**src/rtl/pattern_scan_unit.sv**
```systemverilog
// Memory-mapped pattern-search co-processor: counts 5-bit pattern hits over a
// 32-byte string and writes the three counts back beside the pattern byte.
module pattern_scan_unit #(
    parameter int unsigned BASE_ADDR = 0,
    parameter int unsigned AW        = 8
) (
    input  logic          clk,
    input  logic          reset,
    input  logic          start,
    output logic [AW-1:0] mem_addr,
    input  logic [7:0]    mem_rdata,
    output logic          mem_wen,
    output logic [7:0]    mem_wdata,
    output logic          busy,
    output logic          done,
    output logic [7:0]    ctb,
    output logic [7:0]    cto,
    output logic [7:0]    cts
);

    typedef enum logic [2:0] {
        IDLE, LDPAT, SCAN, WR0, WR1, WR2, DONE
    } state_t;

    localparam logic [AW-1:0] STR_ADDR = AW'(BASE_ADDR);
    localparam logic [AW-1:0] PAT_ADDR = AW'(BASE_ADDR + 32);
    localparam logic [AW-1:0] CTB_ADDR = AW'(BASE_ADDR + 33);
    localparam logic [AW-1:0] CTO_ADDR = AW'(BASE_ADDR + 34);
    localparam logic [AW-1:0] CTS_ADDR = AW'(BASE_ADDR + 35);

    state_t        state_q, state_d;
    logic          go_q, go_d;
    logic [4:0]    idx_q, idx_d;
    logic [4:0]    pat_q, pat_d;
    logic [3:0]    prev4_q, prev4_d;
    logic [7:0]    ctb_q, ctb_d;
    logic [7:0]    cto_q, cto_d;
    logic [7:0]    cts_q, cts_d;
    logic [AW-1:0] addr_q, addr_d;
    logic          wen_q, wen_d;
    logic [7:0]    wdata_q, wdata_d;
    logic          busy_q, busy_d;
    logic          done_q, done_d;

    logic [11:0]   win;
    logic [7:0]    hit;
    logic [3:0]    ctb_inc;
    logic [3:0]    cts_inc;

    // Window b covers win[b+4:b]; b=0..3 lie inside the current byte,
    // b=4..7 straddle the previous byte and only count once idx > 0.
    always_comb begin
        win     = {prev4_q, mem_rdata};
        hit     = '0;
        ctb_inc = '0;
        cts_inc = '0;
        for (int unsigned b = 0; b < 8; b++) begin
            hit[b] = (win[b +: 5] == pat_q);
        end
        for (int unsigned b = 0; b < 4; b++) begin
            ctb_inc = ctb_inc + 4'(hit[b]);
        end
        for (int unsigned b = 0; b < 8; b++) begin
            if (b < 4 || idx_q != '0) begin
                cts_inc = cts_inc + 4'(hit[b]);
            end
        end
    end

    always_comb begin
        state_d = state_q;
        go_d    = go_q;
        idx_d   = idx_q;
        pat_d   = pat_q;
        prev4_d = prev4_q;
        ctb_d   = ctb_q;
        cto_d   = cto_q;
        cts_d   = cts_q;
        addr_d  = addr_q;
        wen_d   = 1'b0;
        wdata_d = wdata_q;
        busy_d  = busy_q;
        done_d  = done_q;

        unique case (state_q)
            // Start is registered for one cycle so no output depends on it
            // combinationally; LDPAT therefore begins one edge after start.
            IDLE, DONE: begin
                if (go_q) begin
                    go_d    = 1'b0;
                    state_d = LDPAT;
                    addr_d  = PAT_ADDR;
                    busy_d  = 1'b1;
                end else if (start) begin
                    go_d   = 1'b1;
                    idx_d  = '0;
                    ctb_d  = '0;
                    cto_d  = '0;
                    cts_d  = '0;
                    done_d = 1'b0;
                end
            end
            LDPAT: begin
                pat_d   = mem_rdata[7:3];
                prev4_d = '0;
                addr_d  = STR_ADDR;
                state_d = SCAN;
            end
            SCAN: begin
                ctb_d   = ctb_q + {4'b0000, ctb_inc};
                cto_d   = cto_q + {7'b0000000, (ctb_inc != '0)};
                cts_d   = cts_q + {4'b0000, cts_inc};
                prev4_d = mem_rdata[3:0];
                if (idx_q == 5'd31) begin
                    state_d = WR0;
                    addr_d  = CTB_ADDR;
                    wen_d   = 1'b1;
                    wdata_d = ctb_d;
                end else begin
                    idx_d  = idx_q + 5'd1;
                    addr_d = STR_ADDR + AW'(idx_q) + AW'(1);
                end
            end
            WR0: begin
                state_d = WR1;
                addr_d  = CTO_ADDR;
                wen_d   = 1'b1;
                wdata_d = cto_q;
            end
            WR1: begin
                state_d = WR2;
                addr_d  = CTS_ADDR;
                wen_d   = 1'b1;
                wdata_d = cts_q;
            end
            WR2: begin
                state_d = DONE;
                busy_d  = 1'b0;
                done_d  = 1'b1;
            end
            default: state_d = IDLE;
        endcase
    end

    always_ff @(posedge clk or negedge reset) begin
        if (!reset) begin
            state_q <= IDLE;
            go_q    <= 1'b0;
            idx_q   <= '0;
            pat_q   <= '0;
            prev4_q <= '0;
            ctb_q   <= '0;
            cto_q   <= '0;
            cts_q   <= '0;
            addr_q  <= '0;
            wen_q   <= 1'b0;
            wdata_q <= '0;
            busy_q  <= 1'b0;
            done_q  <= 1'b0;
        end else begin
            state_q <= state_d;
            go_q    <= go_d;
            idx_q   <= idx_d;
            pat_q   <= pat_d;
            prev4_q <= prev4_d;
            ctb_q   <= ctb_d;
            cto_q   <= cto_d;
            cts_q   <= cts_d;
            addr_q  <= addr_d;
            wen_q   <= wen_d;
            wdata_q <= wdata_d;
            busy_q  <= busy_d;
            done_q  <= done_d;
        end
    end

    assign mem_addr  = addr_q;
    assign mem_wen   = wen_q;
    assign mem_wdata = wdata_q;
    assign busy      = busy_q;
    assign done      = done_q;
    assign ctb       = ctb_q;
    assign cto       = cto_q;
    assign cts       = cts_q;

endmodule
```
**config.mk**
```make
export PLATFORM = sky130hd
export DESIGN_NAME = pattern_scan_unit
export DESIGN_NICKNAME = d
export VERILOG_FILES = /design/src/rtl/pattern_scan_unit.sv
export SDC_FILE = /design/constraint.sdc
export NUM_CORES = 1
export LEC_CHECK = 0
export ABC_CLOCK_PERIOD_IN_PS = 5800
export BUFFER_PORTS_ARGS = -buffer_cell sky130_fd_sc_hd__buf_4
export CAP_MARGIN = 10
export CORE_ASPECT_RATIO = 1.2
export CORE_MARGIN = 2
export CORE_UTILIZATION = 57
export CTS_CLUSTER_SIZE = 16
export DETAILED_ROUTE_END_ITERATION = 10
export GPL_TIMING_DRIVEN = 0
export PLACE_DENSITY = 0.76
export SYNTH_ARGS = -nofsm -noshare
export SYNTH_HDL_FRONTEND = slang
export SYNTH_SLANG_ARGS = --single-unit
```
**constraint.sdc**
```tcl
create_clock -name clk -period 5.8 [get_ports clk]
set_input_delay 1.16 -clock clk [delete_from_list [all_inputs] [get_ports clk]]
set_output_delay 1.16 -clock clk [all_outputs]
set_load 0.005 [all_outputs]
```
==> Implementation_results.wiki <==
{| class="wikitable"
! Metric !! Value
|-
| Highest fanout seen on the critical path || 6
|-
| Commonest register cell after synthesis || sky130_fd_sc_hd__dfrtp_1
|-
| Hold Crit Class || flip-flop to flip-flop
|-
| Netlist area before placement || 0.00418 mm^2
|-
| Compound-gate portion of the synthesized area || 17.0%
|-
| Clk_lat worst skew || 340 ps
|-
| Post-route clock skew || 5.44 ps
|-
| Final Wtd Congestion || 0.878
|-
| Timing startpoint of the critical path || mem_rdata[7]
|-
| Final cell area excluding filler cells || ~0.005 mm^2
|-
| Biggest cell delay along the critical path || 540 ps
|-
| Count of H-tree levels built during CTS || 3
|-
| Post-CTS Hold Fix Bufs || 0
|-
| Standard-cell row count || 34
|-
| Number of distinct library cell variants in the gate-level netlist after synthesis || 58
|-
| Busiest layer in global routing || met2
|-
| Post-synthesis xor/xnor area fraction || around 14%
|-
| Required time of the critical path || 5980 ps
|-
| Ports placed on the boundary || 54
|-
| Number of antenna violations at the first check in global routing || 0
|-
| Post-Synth Adder-Cell Area || 8.68%
|-
| CTS sink cnt || 59
|-
| Global-route wire length before repair || 17800 um
|-
| Register share of total power || a little over a quarter
|-
| Max-cap viol count || 0
|-
| Count of vias placed by the detailed router || between 3k and 4k
|-
| Post-synthesis async set-or-reset flop share || 100%
|-
| Actual slew at the worst max-slew pin || ~1300 ps
|-
| Total CTS buffers || 9
|-
| All-layer global routing usage || about 28%
|-
| Fmax || 0.171 GHz
|-
| TritonRoute pass-1 iters || 5
|-
| Worst-case reg-to-reg path depth || 29
|-
| Post-synthesis mux area share || just over 2%
|-
| GR Layer Usage met3 || 4.07%
|-
| Die width || 82.2 um
|-
| Power density of the placed cells || about 480 mW/mm^2
|-
| Post-synth EDFFs || 0
|-
| Number of failing hold endpoints at the final stage || 0
|-
| Antenna cells || 0
|-
| Leak || 2.33 nW
|-
| Final setup vio count || 3
|-
| Fraction of the yosys area taken by sequential cells || 35.3%
|-
| Number of input and output port buffers inserted || 46
|-
| Final core utilization || between 70% and 80%
|-
| Number of nets in the final layout || 582
|-
| Largest net degree at the start of global routing || 60
|-
| Category of the critical setup timing path || input pin to flip-flop
|-
| Peak supply drop || 0.000293 V
|-
| Total congestion overflow after global routing || 0
|-
| Average wire per cell in the routed design || between 15 and 20 um
|-
| Post-Route WL || around 11000 um
|-
| R2R Path Start || pat_q[1]
|-
| Power share of the clock group || 15.5%
|-
| Startpoint kind of the worst setup timing path || input pin
|-
| Most frequent CP cell || sky130_fd_sc_hd__ha_4
|-
| Detailed placer's ending HPWL || 7720 um
|-
| R2r setup slk || 40 ps
|-
| Switching share of power || 45.4%
|-
| Tot Pwr || around 2.4 mW
|-
| Height of the die || approximately 98 um
|-
| Bufs on Longest Clock Path || 2
|-
| Normalized max-slew margin || between 10% and 20%
|-
| Number of violations reported at the end of detailed-routing iteration 0 || 223
|-
| Fraction of layout instances using a drive strength above 1 || 21.5%
|-
| Number of synthesized register bits || just under 60
|-
| Initial Util || ~58%
|-
| Layout filler cell count || 574
|-
| Layout area overhead || 22.0%
|-
| Cell with the largest stage delay on the worst path || sky130_fd_sc_hd__fa_1
|-
| Violations in the final reports || setup timing
|-
| Instance count after placement with tap cells included || 613
|-
| Average cell area after synthesis || 8.78 um^2
|-
| Instance area at placement || between 0.004 and 0.005 mm^2
|-
| Die area || 0.00804 mm^2
|-
| Antenna Violating Nets Remaining || 0
|-
| RSZ-0062 raised after global routing || true
|-
| Period minus WS final || between 5000 and 6000 ps
|-
| Synthesized netlist cell count || 476
|-
| Core box area || 0.00719 mm^2
|-
| Synth Area in Simple Gates || 17.4%
|-
| Met1 usage in global routing || 35.6%
|-
| Non-Filler Instances || 639
|-
| Via count of the first global-routing pass || 3668
|-
| Residual DRC || 0
|-
| Final max-slew violation count || 0
|-
| CTS Root Cell || sky130_fd_sc_hd__clkbuf_8
|-
| Combinational family with the most area after synthesis || simple AND/OR/NAND/NOR gates
|-
| Clock tree from TritonCTS || yes
|-
| Total internal power || 1.33 mW
|-
| Nature of the critical path endpoint || flip-flop
|-
| End of the worst register-to-register path || cts[6]
|-
| Logic gate share of total power || 57.2%
|-
| Net Sw Power || about 1.1 mW
|-
| WP data arrival || 6040 ps
|-
| Crit path capture || cts[6]
|-
| Met2 Use GR || 48.1%
|-
| Clock-pin transition on the worst setup and hold timing paths || 70 ps
|-
| Warnings, synthesis || 0
|-
| Outcome || finished with violations
|-
| Post-layout worst setup margin || -51.5 ps
|-
| Period utilization || 101%
|-
| Drt via density || around 5.9
|}
state kept, by name, indices dropped and copies added (netlist names):
name,cells
prev4_q,4
cto,8
pat_q,5
mem_wen,1
state_q,3
ctb,8
cts,8
idx_q,5
mem_addr,6
busy,1
done,1
mem_wdata,8
go_q,1
cell families (layout without fill, tap and decap cells):
logic type                 count (synthesis)  in the layout
AOI/OAI and AO/OA                        111            111
xor gates and xnor gates                  64             64
adders and majority gates                 28             28
buffers and inverters                     53            125
DFF                                       59             59
muxes                                      8              8
other                                      1              2
and+or+nand+nor                          152            152
layer usage:
metal  share of wire (%)  vias to the layer above
li1                    -                     1779
met1                  40                     1782
met2                  51                      171
met3                 6.0                       29
met4                 3.1                        0
met5                   0                        -
cells in the final DEF, fill, tap and decap left out, types with 4 or more instances in the layout:
cell type                  netlist  layout
sky130_fd_sc_hd__a21o_1          5       5
sky130_fd_sc_hd__a21oi_1        28      26
sky130_fd_sc_hd__a22o_1         14      14
sky130_fd_sc_hd__a31oi_1         9       9
sky130_fd_sc_hd__buf_4           2      57
sky130_fd_sc_hd__clkbuf_1       21      20
sky130_fd_sc_hd__clkbuf_8        0      10
sky130_fd_sc_hd__dfrtp_1        59      59
sky130_fd_sc_hd__ha_1           25      19
sky130_fd_sc_hd__ha_4            0       4
sky130_fd_sc_hd__inv_1          19      18
sky130_fd_sc_hd__mux2_2          5       5
sky130_fd_sc_hd__nand2_1        55      52
sky130_fd_sc_hd__nand2b_1        5       5
sky130_fd_sc_hd__nand3_1        21      18
sky130_fd_sc_hd__nor2_1         33      33
sky130_fd_sc_hd__nor2b_1         6       6
sky130_fd_sc_hd__nor3_1         10      10
sky130_fd_sc_hd__o211ai_1        4       4
sky130_fd_sc_hd__o21ai_0        27      24
sky130_fd_sc_hd__o22ai_1         4       4
sky130_fd_sc_hd__o31ai_1         4       4
sky130_fd_sc_hd__or3_1           5       4
sky130_fd_sc_hd__xnor2_1        34      32
sky130_fd_sc_hd__xor2_1         29      28
through the flow:
step	setup WS [ps]	hold slack [ps]	TNS [ps]
6_report	-51.5	496	-110
5_1_grt	-220	532	-662
4_1_cts	5.00	507	0
3_5_place_dp	-535	486	-2100
3_3_place_gp	-356	462	-1250
2_1_floorplan	-48.5	470	-80.0
cell type report:
| cell class | count | area, um^2 | share of cell area [%] |
|---|---|---|---|
| multi-input combinational | 365 | 2610 | 51.1 |
| sequential | 59 | 1480 | 29.0 |
| timing repair buffer | 56 | 432 | 8.46 |
| buffer | 33 | 204 | 4.00 |
| clock buffer | 9 | 124 | 2.43 |
| tap | 90 | 113 | 2.21 |
| inverter | 20 | 75.1 | 1.47 |
| clock inverter | 7 | 68.8 | 1.35 |
cells in the mapped netlist, drive strengths merged, types with 2 or more instances:
library cell | n | share of area (%)
a21o | 5 | 0.90
o21ai | 28 | 3.4
or3 | 5 | 0.75
nor3 | 10 | 1.2
a21oi | 28 | 3.4
mux2i | 3 | 0.72
o31ai | 4 | 0.72
mux2 | 5 | 1.3
or2 | 2 | 0.30
ha | 25 | 7.5
nand3b | 3 | 0.54
buf | 11 | 1.4
o211ai | 4 | 0.72
clkbuf | 21 | 1.9
nand2 | 55 | 4.9
a22o | 14 | 2.9
a221oi | 2 | 0.42
a31oi | 9 | 1.3
xnor2 | 35 | 7.5
xor2 | 29 | 6.1
dfrtp | 59 | 35
fa | 2 | 0.96
a21boi | 2 | 0.45
inv | 19 | 1.7
o22ai | 4 | 0.60
and3 | 4 | 0.63
nor2 | 33 | 3.0
nand3 | 22 | 2.8
nor2b | 6 | 0.90
nand2b | 5 | 0.75
a22oi | 3 | 0.54
repair_timing:
item                                   4_1_cts  5_1_grt
setup buffers                                3        7
pin swaps                                   15       12
endpoints found under the hold margin        0        0
resized for setup                            6       22
setup endpoints to repair                    4        4
power groups by stage:
stage	logic [mW]	registers, mW	clock network [mW]
CTS	1.34	0.661	0.377
global placement	1.28	0.661	0
floorplan	0.939	0.644	0
global route	1.54	0.683	0.399
finish	1.39	0.664	0.378
detailed placement	1.32	0.666	0
worst max-delay path, delay by kind of cell:
family | cells | cell delay, ps
XOR/XNOR | 6 | 880
AND/OR/NAND/NOR | 10 | 1340
multiplexers | 1 | 160
buffers and inverters | 3 | 260
adder cells (fa/ha/maj) | 7 | 1930
AO/OA/AOI/OAI | 2 | 290
worst min-delay path by stage:
stage | cells after the start | end | slack, ps | startpoint
CTS | 2 | mem_addr[4] | 510 | mem_addr[4]
detailed placement | 2 | mem_addr[4] | 490 | mem_addr[4]
floorplan | 2 | mem_addr[4] | 470 | mem_addr[4]
finish | 2 | mem_addr[4] | 500 | mem_addr[4]
global placement | 2 | mem_addr[4] | 460 | mem_addr[4]
global route | 2 | done | 530 | done
(Power assumes the default switching activity.)
